### src/rtl/fetch_unit.sv
// fetch_unit -- program counter sequencer for a small in-order core.
//
// Holds the fetch address (PC) for the instruction ROM and counts retired
// instructions. While Start is high the PC is loaded from Start_Addr; the
// falling edge of Start begins execution. Conditional branches, halt and
// stall decide the next PC. All outputs are registered.
//
// Ports
//   CLK         in   1  rising-edge clock
//   Reset       in   1  asynchronous active-high reset
//   Start       in   1  level; high loads Start_Addr, low lets execution run
//   Start_Addr  in   8  first instruction address
//   Branch      in   1  current instruction is a conditional branch
//   Zero        in   1  ALU zero flag of the current instruction
//   BrOffset    in   6  signed branch offset (two's complement)
//   Halt        in   1  current instruction is halt
//   Stall       in   1  freeze fetch this cycle
//   PC          out  8  address to the instruction ROM
//   InstrCount  out 16  retired-instruction count, saturating
//   Running     out  1  high in RUN
//   Done        out  1  high in DONE
//
// state | meaning
// ------+-----------------------------------------------------------
// IDLE  | program start loaded (or just reset); waits for Start low
// RUN   | fetching; PC advances or branches on each unstalled cycle
// DONE  | halt retired; PC and count frozen until Start
module fetch_unit (
  input  logic        CLK,
  input  logic        Reset,
  input  logic        Start,
  input  logic [7:0]  Start_Addr,
  input  logic        Branch,
  input  logic        Zero,
  input  logic [5:0]  BrOffset,
  input  logic        Halt,
  input  logic        Stall,
  output logic [7:0]  PC,
  output logic [15:0] InstrCount,
  output logic        Running,
  output logic        Done
);

  localparam logic [1:0] IDLE = 2'd0;
  localparam logic [1:0] RUN  = 2'd1;
  localparam logic [1:0] DONE = 2'd2;

  logic [1:0]  state;
  logic [1:0]  nextState;
  logic [7:0]  nextPc;
  logic [15:0] nextCount;
  logic [15:0] retiredCount;
  logic [7:0]  branchTarget;

  // Halt retires too, so every unstalled RUN cycle bumps the count.
  assign retiredCount = (InstrCount == 16'hFFFF) ? InstrCount : InstrCount + 16'd1;
  // 8-bit add of the sign-extended offset wraps modulo 256.
  assign branchTarget = PC + {{2{BrOffset[5]}}, BrOffset};

  always_comb begin
    nextState = state;
    nextPc    = PC;
    nextCount = InstrCount;
    if (Start) begin
      nextState = IDLE;
      nextPc    = Start_Addr;
      nextCount = 16'd0;
    end else begin
      case (state)
        IDLE: nextState = RUN;
        RUN: begin
          if (!Stall) begin
            nextCount = retiredCount;
            if (Halt)
              nextState = DONE;
            else if (Branch && Zero)
              nextPc = branchTarget;
            else
              nextPc = PC + 8'd1;
          end
        end
        DONE: nextState = DONE;
        default: nextState = IDLE;
      endcase
    end
  end

  always_ff @(posedge CLK or posedge Reset) begin
    if (Reset) begin
      state      <= IDLE;
      PC         <= 8'h00;
      InstrCount <= 16'd0;
      Running    <= 1'b0;
      Done       <= 1'b0;
    end else begin
      state      <= nextState;
      PC         <= nextPc;
      InstrCount <= nextCount;
      Running    <= (nextState == RUN);
      Done       <= (nextState == DONE);
    end
  end

endmodule

### config.mk
export PLATFORM = sky130hd
export DESIGN_NAME = fetch_unit
export DESIGN_NICKNAME = d
export VERILOG_FILES = /design/src/rtl/fetch_unit.sv
export SDC_FILE = /design/constraint.sdc
export NUM_CORES = 1
export LEC_CHECK = 0
export ABC_CLOCK_PERIOD_IN_PS = 2410
export CORE_ASPECT_RATIO = 0.8
export CORE_MARGIN = 5
export CORE_UTILIZATION = 48
export CTS_CLUSTER_SIZE = 20
export DETAILED_ROUTE_END_ITERATION = 8
export PLACE_DENSITY = 0.88
export SLEW_MARGIN = 10
export SYNTH_ARGS = -nofsm -noshare
export SYNTH_HDL_FRONTEND = slang
export SYNTH_SLANG_ARGS = --single-unit
### constraint.sdc
create_clock -name CLK -period 2.41 [get_ports CLK]
set_input_delay 0.3615 -clock CLK [delete_from_list [all_inputs] [get_ports CLK]]
set_output_delay 0.3615 -clock CLK [all_outputs]
set_load 0.05 [all_outputs]
==> impl_metrics.yaml, run 1 <==
sta:
  setup_tns_ns: 0
  fmax_mhz: 438
  fin_skew_ns: 0.00964
  finalMaxSlewViolations: 0
  setup-violations-final: 0
  holdWs_ns: 0.440
  max_slew_margin: 0.632
  period_minus_slack_ns: 2.28
  rsz0062_at_grt: "no"
  hold_viol_final: 0
  post-route-period-util: 0.947
  worstMarginPinSlew_ns: 0.550
worst_setup_path:
  crit_type: "in2reg"
  reg2reg_to: "PC[6]$_DFFE_PP0P_"
  startpoint_type: "input port"
  end_kind: "flop"
  cp.required_ns: 2.58
  worstPathCellList: "clkdlybuf4s50_1 > and3_1 > ha_4 > o21a_4 > a211o_1 > a2111oi_4 > nor3b_2 > or3b_1"
  reg2reg_from: "PC[0]$_DFFE_PP0P_"
  slowest_stage: "clkdlybuf4s50_1"
  cp-startpoint: "BrOffset[3]"
  critPathMaxFanout: 3
  max_stage_delay_ns: 0.45
  arrival_ns: 2.45
  worstRegToRegCells: 8
  reg2reg_slack_ns: 0.21
logic_synthesis:
  syn_inst: 186
  yosys_warnings: 0
  avgSynthCellArea_um2: 9.42
  ys_async_sr_fraction: 1.00
  ys_ff_latch: 28
  ys_seq_area_frac: 0.400
  ys_types: 48
  synth_ff_type: "dfrtp_1"
  synth_edf_count: 0
  syn_nets: 214
  netlist_area_um2: 1750
clock_tree:
  numCtsBuffers: 3
  insertion_delay_ns: 0.28
  htree_num_levels: 1
  cts.sinks: 28
  cts_tree: "done"
  cts-root-buf: "clkbuf_8"
  clk_pin_slew_ns: 0.10
  clk_path_buf_depth: 2
drt:
  wl_per_cell_um: 15.3
  wirelength_um: 4420
  drc: 0
  postRouteAntennaNets: 0
  drtIter0Drc: 115
  viasPerCell: 5.67
  num_vias: 1634
  drt_pass1_iterations: 4
placement:
  dp_hpwl_um: 3060
  place.port_buffers: 46
  placed_area_um2: 2340
  gp_congestion: 0.811
  dp.cells: 283
pwr:
  fin_total_pwr_w: 0.00115
  p_leak_nw: 1.02
  p_per_area_nw_per_um2: 465
  irDropWorstVdd_uv: 298
layout:
  fin_area_um2: 2480
  finalNonFillerCells: 288
  fillers: 255
  final_nets: 275
  area_growth_pct: 41.4
  num_antenna_cells: 0
  final_common_cell: "clkdlybuf4s50_1"
  layout_common_cells: "clkdlybuf4s50_1 (41), dfrtp_1 (27), nor2_1 (21), buf_4 (16), xnor2_1 (12)"
  drive_above_1_share: 0.159
grt:
  antenna_found_initial: 0
  use_met3: 0.0492
  grt_max_degree: 39
  grt_use_total: 0.184
  grt_pass1_vias: 1674
  grtUsageMet2: 0.306
  grt_busiest_layer: "met2"
  grt_overflow: 0
  use_met1: 0.249
  grt_pass1_wl_um: 7680
floorplanning:
  dieArea_um2: 4960
  start_util: 0.505
  die_w_um: 77.5
  fp.dieH_um: 64.0
  coreArea_um2: 3470
  num_rows: 19
  ioPinCount: 47
run_status:
  outcome: "complete, no violations"
run:
  drv_cap: 0
min_path:
  hp-class: "in2async"
cells in the mapped netlist (all sizes together) (3+ instances only):
cell	instances	area share
nand3	10	0.029
inv	9	0.019
and3	5	0.018
ha	6	0.043
a311oi	3	0.015
o31a	3	0.015
and4	3	0.015
nor3	8	0.026
nand4	3	0.011
clkbuf	5	0.016
nor2b	3	0.011
xnor2	12	0.060
o21ai	6	0.017
nor2	21	0.045
dfrtp	28	0.40
nand2	8	0.017
a211o	3	0.016
a21oi	11	0.034
nor4	4	0.014
a211oi	5	0.021
nand2b	3	0.011
sequential cells by signal, indices dropped and copies added, names as in the netlist:
name,flops
InstrCount,16
PC,8
Running,1
state,2
Done,1
metal layers:
| metal | vias to the layer above | part of all wire |
|---|---|---|
| li1 | 801 | - |
| met1 | 782 | 0.48 |
| met2 | 46 | 0.45 |
| met3 | 5 | 0.058 |
| met4 | 0 | 0.0061 |
| met5 | - | 0 |
where the power goes:
| group | switching, W | leakage, nW | internal, W |
|---|---|---|---|
| registers | 0.0000289 | 0.367 | 0.000491 |
| clock network | 0.000151 | 0.0288 | 0.000147 |
| logic | 0.000182 | 0.622 | 0.000152 |
cell type report:
type,instances,area (um2),share of cell area
clock buffer,4,55.1,0.0222
timing repair buffer,62,578,0.233
tap,42,52.6,0.0212
sequential,28,702,0.283
inverter,9,33.8,0.0136
multi-input combinational,143,1060,0.426
cells by family (layout without fill, tap and decap cells):
logic type                 count (synthesis)  in the layout  synth area share
buffers and inverters                     15             75            0.0386
xor gates and xnor gates                  12             12            0.0600
AOI/OAI and AO/OA                         45             45             0.194
adders and majority gates                  7              7            0.0543
and+or+nand+nor                           77             77             0.241
muxes                                      2              2            0.0114
DFF                                       28             28             0.400
critical path, delay by kind of cell:
family                     cells  cell delay, ns
AOI/OAI and AO/OA              3            0.80
adders and majority gates      1            0.22
buffers and inverters          1            0.45
and+or+nand+nor                3            0.61
repair_timing:
| action | 4_1_cts | 5_1_grt |
|---|---|---|
| pin swaps | 7 | 5 |
| hold buffers | 0 | 0 |
| endpoints found under the setup margin | 2 | 2 |
| hold endpoints to repair | 0 | 0 |
| setup buffers | 1 | 0 |
| gates resized for setup | 14 | 3 |
worst max-delay path by stage:
stage | endpoint | cells after the start
6_report | PC[7]$_DFFE_PP0P_ | 8
5_1_grt | PC[7]$_DFFE_PP0P_ | 8
4_1_cts | PC[7]$_DFFE_PP0P_ | 8
3_5_place_dp | PC[7]$_DFFE_PP0P_ | 9
3_3_place_gp | PC[7]$_DFFE_PP0P_ | 9
2_1_floorplan | PC[6]$_DFFE_PP0P_ | 8
through the flow:
stage                      util  setup WS [ns]
after CTS                 0.708        0.00138
after floorplan               -         0.0583
after detailed placement  0.676         -0.395
after global routing      0.714         0.0514
final                     0.714          0.128
after global placement    0.676         -0.355
(Power assumes the default switching activity.)
==> inputs of run 2 (changes only) <==
--- a/config.mk
+++ b/config.mk
@@ -6,9 +6,11 @@
 export NUM_CORES = 1
 export LEC_CHECK = 0
 export ABC_CLOCK_PERIOD_IN_PS = 2410
+export CELL_PAD_IN_SITES_DETAIL_PLACEMENT = 1
+export CELL_PAD_IN_SITES_GLOBAL_PLACEMENT = 1
 export CORE_ASPECT_RATIO = 0.8
 export CORE_MARGIN = 5
-export CORE_UTILIZATION = 48
+export CORE_UTILIZATION = 36
 export CTS_CLUSTER_SIZE = 20
 export DETAILED_ROUTE_END_ITERATION = 8
 export PLACE_DENSITY = 0.88
==> run 2 against run 1 <==
  * Clock skew fell by 0.0016 ns
  * Routed wire length rose by 26%
  * Non-clock buffer count rose by 6
  * Worst setup slack got worse by 0.024 ns
  * Global-route usage fell by 0.45 points
  * Clock-buffer cell count did not move
  * Register-to-register slack got worse by 0.09 ns
  * Largest cell class unchanged
  * Die area rose by 28%
  * Sequential share of layout area fell by 0.57 points
  * Sequential cell count did not move
  * Critical path depth did not move
==> impl_metrics.yaml, run 2 (synthesized netlist as in run 1, its figures left out) <==
sta:
  finalMaxSlewViolations: 0
  fin_skew_ns: 0.00800
  fmax_mhz: 434
  rsz0062_at_grt: "no"
  setup-violations-final: 0
  period_minus_slack_ns: 2.31
  hold_viol_final: 0
  worstMarginPinSlew_ns: 0.534
  post-route-period-util: 0.957
  max_slew_margin: 0.643
  holdWs_ns: 0.437
worst_setup_path:
  cp.required_ns: 2.58
  arrival_ns: 2.47
  critPathMaxFanout: 3
  crit_type: "in2reg"
  startpoint_type: "input port"
  end_kind: "flop"
  reg2reg_from: "PC[1]$_DFFE_PP0P_"
  cp-startpoint: "BrOffset[3]"
layout:
  num_antenna_cells: 0
  final_nets: 281
  largest_reg_flops: 16
  final_common_cell: "clkdlybuf4s50_1"
  layout_common_cells: "clkdlybuf4s50_1 (41), dfrtp_1 (27), buf_4 (22), nor2_1 (21), xnor2_1 (12)"
  area_growth_pct: 44.4
  regMostFlops: "InstrCount"
  fillers: 531
  largest_registers: "InstrCount (16), PC (8), state (2)"
  drive_above_1_share: 0.183
grt:
  grt_pass1_wl_um: 8990
  antenna_found_initial: 0
  grt_use_total: 0.180
  grt_max_degree: 34
  grt_pass1_vias: 1847
  grt_overflow: 0
drt:
  viasPerCell: 5.47
  num_vias: 1708
  drtIter0Drc: 42
  drt_pass1_iterations: 4
  postRouteAntennaNets: 0
  wirelength_um: 5560
  drc: 0
  wl_per_cell_um: 17.8
clock_tree:
  insertion_delay_ns: 0.28
  cts.sinks: 28
  numCtsBuffers: 3
  hold_buffers: 0
  cts_tree: "done"
  htree_num_levels: 1
  cts-root-buf: "clkbuf_8"
  clk_path_buf_depth: 2
  clk_pin_slew_ns: 0.10
floorplanning:
  die_w_um: 88.0
  num_rows: 22
  start_util: 0.377
  dieArea_um2: 6370
  fp.dieH_um: 72.4
  coreArea_um2: 4650
  ioPinCount: 47
pwr:
  pwr-share-comb: 0.299
  p_leak_nw: 1.04
  seq_power_share: 0.442
  fin_total_pwr_w: 0.00118
  p_int_w: 0.000795
  p_clk_frac: 0.259
  p_switching_w: 0.000382
  p_per_area_nw_per_um2: 465
  swShare: 0.325
  irDropWorstVdd_uv: 207
min_path:
  hp-class: "in2async"
run:
  drv_cap: 0
placement:
  place.port_buffers: 46
  gp_congestion: 0.899
  dp_hpwl_um: 4060
run_status:
  outcome: "complete, no violations"
==> run 2: changes by cell type in the layout (fill, tap and decap cells not counted), sizes merged <==
| cell | delta |
|---|---|
| buf | +6 |
| clkbuf | +1 |
| clkdlybuf4s15 | +1 |
| dlygate4sd2 | -1 |
| dlymetal6s2s | -1 |
==> run 2: routing by layer <==
metal / track usage / vias to the layer above / share of wire
li1: - / 816 / -
met1: 0.222 / 846 / 0.44
met2: 0.337 / 43 / 0.51
met3: 0.0329 / 3 / 0.051
met4: 0.0153 / 0 / 0.0027
met5: 0 / - / 0
==> run 2: worst paths after layout <==
kind                                             endpoint  slack, ns  cells after the start
worst min register to register  InstrCount[6]$_DFFE_PP0P_       0.57                      2
worst max-delay path                    PC[7]$_DFFE_PP0P_       0.10                      8
worst min-delay path                       Done$_DFF_PP0_       0.44                      3
min in group CLK                InstrCount[6]$_DFFE_PP0P_       0.57                      2
max in group asynchronous               PC[1]$_DFFE_PP0P_       1.68                      3
worst max register to register          PC[7]$_DFFE_PP0P_       0.12                      6
==> run 2: what timing repair did <==
action,4_1_cts,5_1_grt
setup endpoints to repair,4,2
pin swaps,11,4
setup buffers,4,1
gates resized for setup,19,2
==> run 2: critical path, cell delays in order <==
cell             delay (ns)
clkdlybuf4s50_1        0.40
and3_1                 0.18
ha_1                   0.30
o21a_2                 0.15
a211o_1                0.30
a2111oi_4              0.31
nor3b_1                0.09
or3b_1                 0.37
==> run 2: area by class of cell <==
type	count	area [um2]	share of cell area
multi-input cells	143	1050	0.414
flip-flops and latches	28	702	0.278
repair buffers	68	617	0.244
inverters	9	33.8	0.0134
well taps	60	75.1	0.0297
clock buffers	4	55.1	0.0218
==> run 2: through the flow <==
stage / cells / TNS (ns) / setup WS (ns) / utilization / area (um2)
floorplan: 186 / 0 / 0.0583 / - / 1750
detailed placement: 304 / -1.60 / -0.545 / 0.514 / 2390
finish: 312 / 0 / 0.104 / 0.544 / 2530
global placement: 304 / -0.949 / -0.355 / 0.514 / 2390
global route: 312 / 0 / 0.0386 / 0.544 / 2530
CTS: 311 / 0 / 0.0383 / 0.542 / 2520
==> run 2: power groups by stage <==
| stage | registers, W | clock network (W) | logic [W] |
|---|---|---|---|
| after floorplan | 0.000591 | 0 | 0.000121 |
| after global placement | 0.000526 | 0 | 0.000316 |
| after detailed placement | 0.000528 | 0 | 0.000328 |
| after CTS | 0.000521 | 0.000319 | 0.000346 |
| after global routing | 0.000524 | 0.000328 | 0.000374 |
| final | 0.000521 | 0.000305 | 0.000351 |
